## config.mk

```make
export PLATFORM = sky130hd
export DESIGN_NAME = sat_counter
export DESIGN_NICKNAME = d
export VERILOG_FILES = /design/src/rtl/sat_counter.sv
export SDC_FILE = /design/constraint.sdc
export NUM_CORES = 1
export LEC_CHECK = 0
export CELL_PAD_IN_SITES_DETAIL_PLACEMENT = 1
export CELL_PAD_IN_SITES_GLOBAL_PLACEMENT = 1
export CORE_MARGIN = 2
export CORE_UTILIZATION = 35
export DETAILED_ROUTE_END_ITERATION = 16
export GPL_ROUTABILITY_DRIVEN = 1
export GPL_TIMING_DRIVEN = 0
export PLACE_DENSITY_LB_ADDON = 0.25
export SLEW_MARGIN = 10
export SYNTH_ARGS = -nofsm -noshare
export SYNTH_HDL_FRONTEND = slang
export SYNTH_SLANG_ARGS = --single-unit
```

## constraint.sdc

```tcl
create_clock -name clk -period 2.3 [get_ports clk]
set_input_delay 0.69 -clock clk [delete_from_list [all_inputs] [get_ports clk]]
set_output_delay 0.69 -clock clk [all_outputs]
set_load 0.005 [all_outputs]
```

## src/rtl/sat_counter.sv

```systemverilog
// Saturating up-counter with a synchronous clear.
// Once the count reaches all-ones it holds there until clr or reset.
module sat_counter #(
    parameter int CNT_W = 16
) (
    input  logic             clk,
    input  logic             rst_n,
    input  logic             inc,
    input  logic             clr,
    output logic [CNT_W-1:0] cnt
);

    always_ff @(posedge clk or negedge rst_n) begin
        if (!rst_n) begin
            cnt <= '0;
        end else if (clr) begin
            cnt <= '0;
        end else if (inc && (cnt != '1)) begin
            cnt <= cnt + CNT_W'(1);
        end
    end

endmodule

```

==> flow_summary.toml, run 1 <==
[run_status]
status = "completed"

[grt]
grtUsageTotal_pct = 19.5
grt_pass1_vias = 962
grt_first_pass_wirelength_um = 4800
grt_max_degree = 17
overflow = 0
grt_antenna_before_repair = 0

[critical_path]
crit_path_end_kind = "flip-flop"
crit_arrival_ps = 2330
crit_chain = "clkdlybuf4s50_1 > inv_1 > or4_2 > a21oi_1"
crit_type = "input port to flip-flop"
cp_top_family = "buffers and inverters"
worstSetupStartpointType = "input port"
r2r_start = "cnt[0]$_DFFE_PN0P_"
cpPeakStageDelay_ps = 690
reg2reg_depth = 5
cp.buffers_inverters = 2
timing.rr.end = "cnt[15]$_DFFE_PN0P_"
cp.required_ps = 2500
worst_path_max_delay_cell = "or4_2"
critPathMaxFanout = 13
reg2reg_slack_ps = 270

[yosys]
yosysSeqAreaShare_pct = 42.5
ys_ff_latch = 16
synth_edf_count = 0
netlist_area_um2 = 942
synth_cells = 98
yosysTopAreaCell = "dfrtp_1"
syn_nets = 103
synth_area_leaders = "dfrtp_1, a21oi_1, o31ai_1"
synth.distinct_cells = 28
yosys.area.top_type_share_pct = 42.5
syn_area_per_cell_um2 = 9.61
yosys_warnings = 0
yosys_most_used_dff = "dfrtp_1"
synthArstFlopShare_pct = 100

[clock_tree]
cts_sinks = 16
clockRootBuffer = "clkbuf_4"
path_clk_slew_ps = 100
cts_tree = "done"
clk_path_buf_depth = 2
postCtsSetupRepairBufs = 0
cts_made_buffers = 3
htreeDepth = 1
clk_latency_ps = 280

[layout]
n_antenna_cell = 0
syn2layout_area_growth_pct = 26.3
final_common_cell = "clkdlybuf4s50_1"
nFillCells = 293
largest_register = "cnt"
final_cell_area_um2 = 1190
largest_register_ffs = 16
top_regs = "cnt (16)"
post_route_cells_drive_above_1_share_pct = 11.8
nNetsFinal = 126
ff_latch_area_um2 = 400
most-common-layout-cells = "clkdlybuf4s50_1, dfrtp_1, a21oi_1, o31ai_1"
multiInputGateArea_um2 = 504

[min_path]
whs_path_depth = 2
min_to = "cnt[14]$_DFFE_PN0P_"
hold_class = "flip-flop to flip-flop"
worstHoldStart = "cnt[14]$_DFFE_PN0P_"

[die]
io_pins = 20
fp.dieH_um = 55.9
row_count = 18
core_um2 = 2520
die_area_um2 = 3120
fp.dieW_um = 55.9
floorplan.initialDensity_pct = 37.4

[pwr]
finalPower_uw = 477
p_per_area_nw_per_um2 = 401
peakVddDrop_mv = 0.273
cellLeakagePower_nw = 0.464

[detailed_routing]
via_count = 893
via_per_inst = 5.99
detail_route.wl_per_cell_um = 17.9
first_pass_iters = 4
first_iter_violations = 6
routed_wl_um = 2670
drc = 0
postRouteAntennaNets = 0

[sta]
grt_setup_unrepaired = "no"
worstMarginPinSlew_ps = 768
hold_ws_ps = 606
finalSetupViolCount = 0
fin_worst_skew_ps = 1.58
drv_slew = 0
period_minus_slack_ps = 2130
hold_violations = 0
post-route-period-util_pct = 92.5
slew_headroom_pct = 48.7
fmax_mhz = 470
fin_tns_setup_ps = 0

[place]
dp_hpwl_um = 1890
placed_cell_area_um2 = 1170
globalplace.congestion = 0.806
portBuffers = 19

[run]
maxCapViolations = 0
## Yosys cell counts, drive strengths merged, types with 2 or more instances
cell type / instances
and4: 2
or4: 7
nor4: 5
and3: 2
or3: 3
nor2: 4
nor2b: 4
o21ai: 4
o31ai: 7
a21oi: 11
clkbuf: 4
nand4: 7
nand2: 6
dfrtp: 16
nand3: 3
inv: 3
mux2: 4
## worst register-to-register path, cell delays in order (launching register included)
cell     delay [ps]
dfrtp_1         430
ha_1            260
nand4_2         150
nor4_4          590
nor4_1          150
mux2_1          340
## power by group
part           switching [mW]  internal [mW]
registers             0.00345          0.284
clock network          0.0904         0.0607
logic                  0.0239         0.0145
total                   0.118          0.359
## area by class of cell
| type | count | area share (%) |
|---|---|---|
| flip-flops and latches | 16 | 33.6 |
| clock buffers | 3 | 1.89 |
| multi-input cells | 74 | 42.4 |
| repair buffers | 19 | 16.0 |
| plain buffers | 4 | 2.00 |
| inverters | 3 | 0.946 |
| well taps | 30 | 3.15 |
## worst max-delay path by stage
stage	start	endpoint	slack (ps)	cells past startpoint
after floorplan	cnt[0]$_DFFE_PN0P_	cnt[15]$_DFFE_PN0P_	550	5
after global placement	inc	cnt[3]$_DFFE_PN0P_	-200	5
after detailed placement	inc	cnt[8]$_DFFE_PN0P_	-300	6
after CTS	inc	cnt[8]$_DFFE_PN0P_	0.7	6
after global routing	inc	cnt[3]$_DFFE_PN0P_	40	4
final	inc	cnt[3]$_DFFE_PN0P_	170	4
## cell families after synthesis
logic type | synth area share, %
and+or+nand+nor | 31.2
AOI/OAI and AO/OA | 16.2
DFF | 42.5
muxes | 4.78
adders and majority gates | 1.33
buffers and inverters | 3.98
## repair_timing
item	CTS	global route
resized for setup	0	2
hold buffers	0	0
hold endpoints to repair	0	0
setup endpoints to repair	0	11
## layer usage
metal / up-vias / global-route usage, % / wire length (um)
li1: 428 / - / -
met2: 14 / 31.0 / 1260
met3: 4 / 2.56 / 71
met4: 0 / 5.10 / 29
met5: - / 0 / 0
met1: 447 / 28.1 / 1310
## through the flow
step                utilization (%)  worst slack, ps  cells
detailed placement             46.4             -297    147
global route                   47.2             35.1    149
CTS                            47.3            0.658    150
global placement               46.4             -197    147
finish                         47.2              173    149
floorplan                         -              545     98
Power figures use the tool's default switching activity.
==> inputs of run 2 (changes only) <==
- REMOVE_ABC_BUFFERS: not set -> 1
==> flow_summary.toml, run 2 (synthesis gave the netlist of run 1 again) <==
[pwr]
peakVddDrop_mv = 0.303
p_per_area_nw_per_um2 = 421
finalPower_uw = 510
cellLeakagePower_nw = 0.480

[grt]
grtUsageTotal_pct = 17.0
grt_antenna_before_repair = 0
grt_max_degree = 23
overflow = 0
grt_first_pass_wirelength_um = 4260
grt_pass1_vias = 899

[critical_path]
r2r_start = "cnt[0]$_DFFE_PN0P_"
crit_path_end_kind = "flip-flop"
critPathMaxFanout = 22
cp.buffers_inverters = 2
crit_arrival_ps = 2380
path_depth = 4
reg2reg_slack_ps = 260
cp.required_ps = 2500
crit_chain = "clkdlybuf4s50_1 > inv_1 > or4_2 > a21oi_1"
worstSetupEndpoint = "cnt[3]$_DFFE_PN0P_"
crit_type = "input port to flip-flop"
worst_path_max_delay_cell = "or4_2"
worstSetupStartpointType = "input port"
cpPeakStageDelay_ps = 720
reg2reg_depth = 7
setup.worst_path.start = "inc"
timing.rr.end = "cnt[3]$_DFFE_PN0P_"
cp_top_family = "buffers and inverters"

[layout]
n_antenna_cell = 0
largest_register_ffs = 16
final_common_cell = "clkdlybuf4s50_1"
syn2layout_area_growth_pct = 28.4
largest_register = "cnt"
utilization_pct = 48.0
most-common-layout-cells = "clkdlybuf4s50_1, dfrtp_1, a21oi_1, o31ai_1"
post_route_cells_drive_above_1_share_pct = 14.2
top_regs = "cnt (16)"
nNetsFinal = 126

[detailed_routing]
detail_route.wl_per_cell_um = 15.8
postRouteAntennaNets = 0
drc = 0
via_count = 886
routed_wl_um = 2380
first_iter_violations = 9
first_pass_iters = 4
via_per_inst = 5.91

[clock_tree]
path_clk_slew_ps = 100
clk_path_buf_depth = 2
clk_latency_ps = 290
cts_made_buffers = 3
htreeDepth = 1
clockRootBuffer = "clkbuf_4"
cts_sinks = 16
cts_tree = "done"
ctsResizeCount = 0

[sta]
grt_setup_unrepaired = "no"
fin_worst_skew_ps = 1.71
fmax_mhz = 459
period_minus_slack_ps = 2180
hold_ws_ps = 600
drv_slew = 0
slew_headroom_pct = 50.1
fin_tns_setup_ps = 0
finalSetupViolCount = 0
hold_violations = 0
worstMarginPinSlew_ps = 747
post-route-period-util_pct = 94.7

[die]
fp.dieW_um = 55.9
core_um2 = 2520
die_area_um2 = 3120
row_count = 18
fp.dieH_um = 55.9
io_pins = 20
floorplan.initialDensity_pct = 37.4

[run_status]
status = "completed"

[place]
portBuffers = 19
globalplace.congestion = 0.716

[min_path]
hold_class = "flip-flop to flip-flop"

[run]
maxCapViolations = 0
-- run 2: layout make-up --
type	count	area, um^2
inverter	3	11.3
tap	30	37.5
fill	291	1310
timing repair buffer	23	220
clock buffer	4	36.3
sequential	16	400
multi-input combinational	74	504
-- run 2: metrics by stage --
stage          area, um^2  cells  setup WS (ps)
3_3_place_gp         1140    142           -159
3_5_place_dp         1140    142           -200
4_1_cts              1210    150            118
6_report             1210    150            122
5_1_grt              1210    150           9.06
2_1_floorplan         916     93            342
-- run 2: worst min path at each step --
stage                              startpoint                  end  slack (ps)  cells after the start
after global placement    cnt[10]$_DFFE_PN0P_  cnt[10]$_DFFE_PN0P_         570                      2
after global routing       cnt[6]$_DFFE_PN0P_   cnt[6]$_DFFE_PN0P_         650                      2
after CTS                 cnt[14]$_DFFE_PN0P_  cnt[14]$_DFFE_PN0P_         600                      2
final                     cnt[14]$_DFFE_PN0P_  cnt[14]$_DFFE_PN0P_         600                      2
after floorplan                         rst_n   cnt[0]$_DFFE_PN0P_         390                      0
after detailed placement  cnt[14]$_DFFE_PN0P_  cnt[14]$_DFFE_PN0P_         590                      2
-- run 2: where the power goes --
group / internal (mW) / switching, mW / leakage (nW) / total, mW
logic: 0.0133 / 0.0222 / 0.237 / 0.0355
registers: 0.284 / 0.00372 / 0.222 / 0.287
clock network: 0.0964 / 0.0907 / 0.0210 / 0.187
-- run 2: worst min-delay path, delay by kind of cell (launching register included) --
kind               cells  cell delay [ps]
DFF                    1              430
AOI/OAI and AO/OA      2              140
-- run 2: metal layers --
layer	track usage, %	vias to the layer above	part of all wire (%)	wire, um
met5	0	-	0	0
met4	6.12	0	1.3	31
met3	3.02	4	5.4	128
met2	28.2	27	48	1140
met1	22.2	425	45	1070
li1	-	430	-	-
-- run 2: timing repair --
item	in CTS	in global routing
hold buffers	0	0
setup buffers	4	0
setup endpoints to repair	4	0
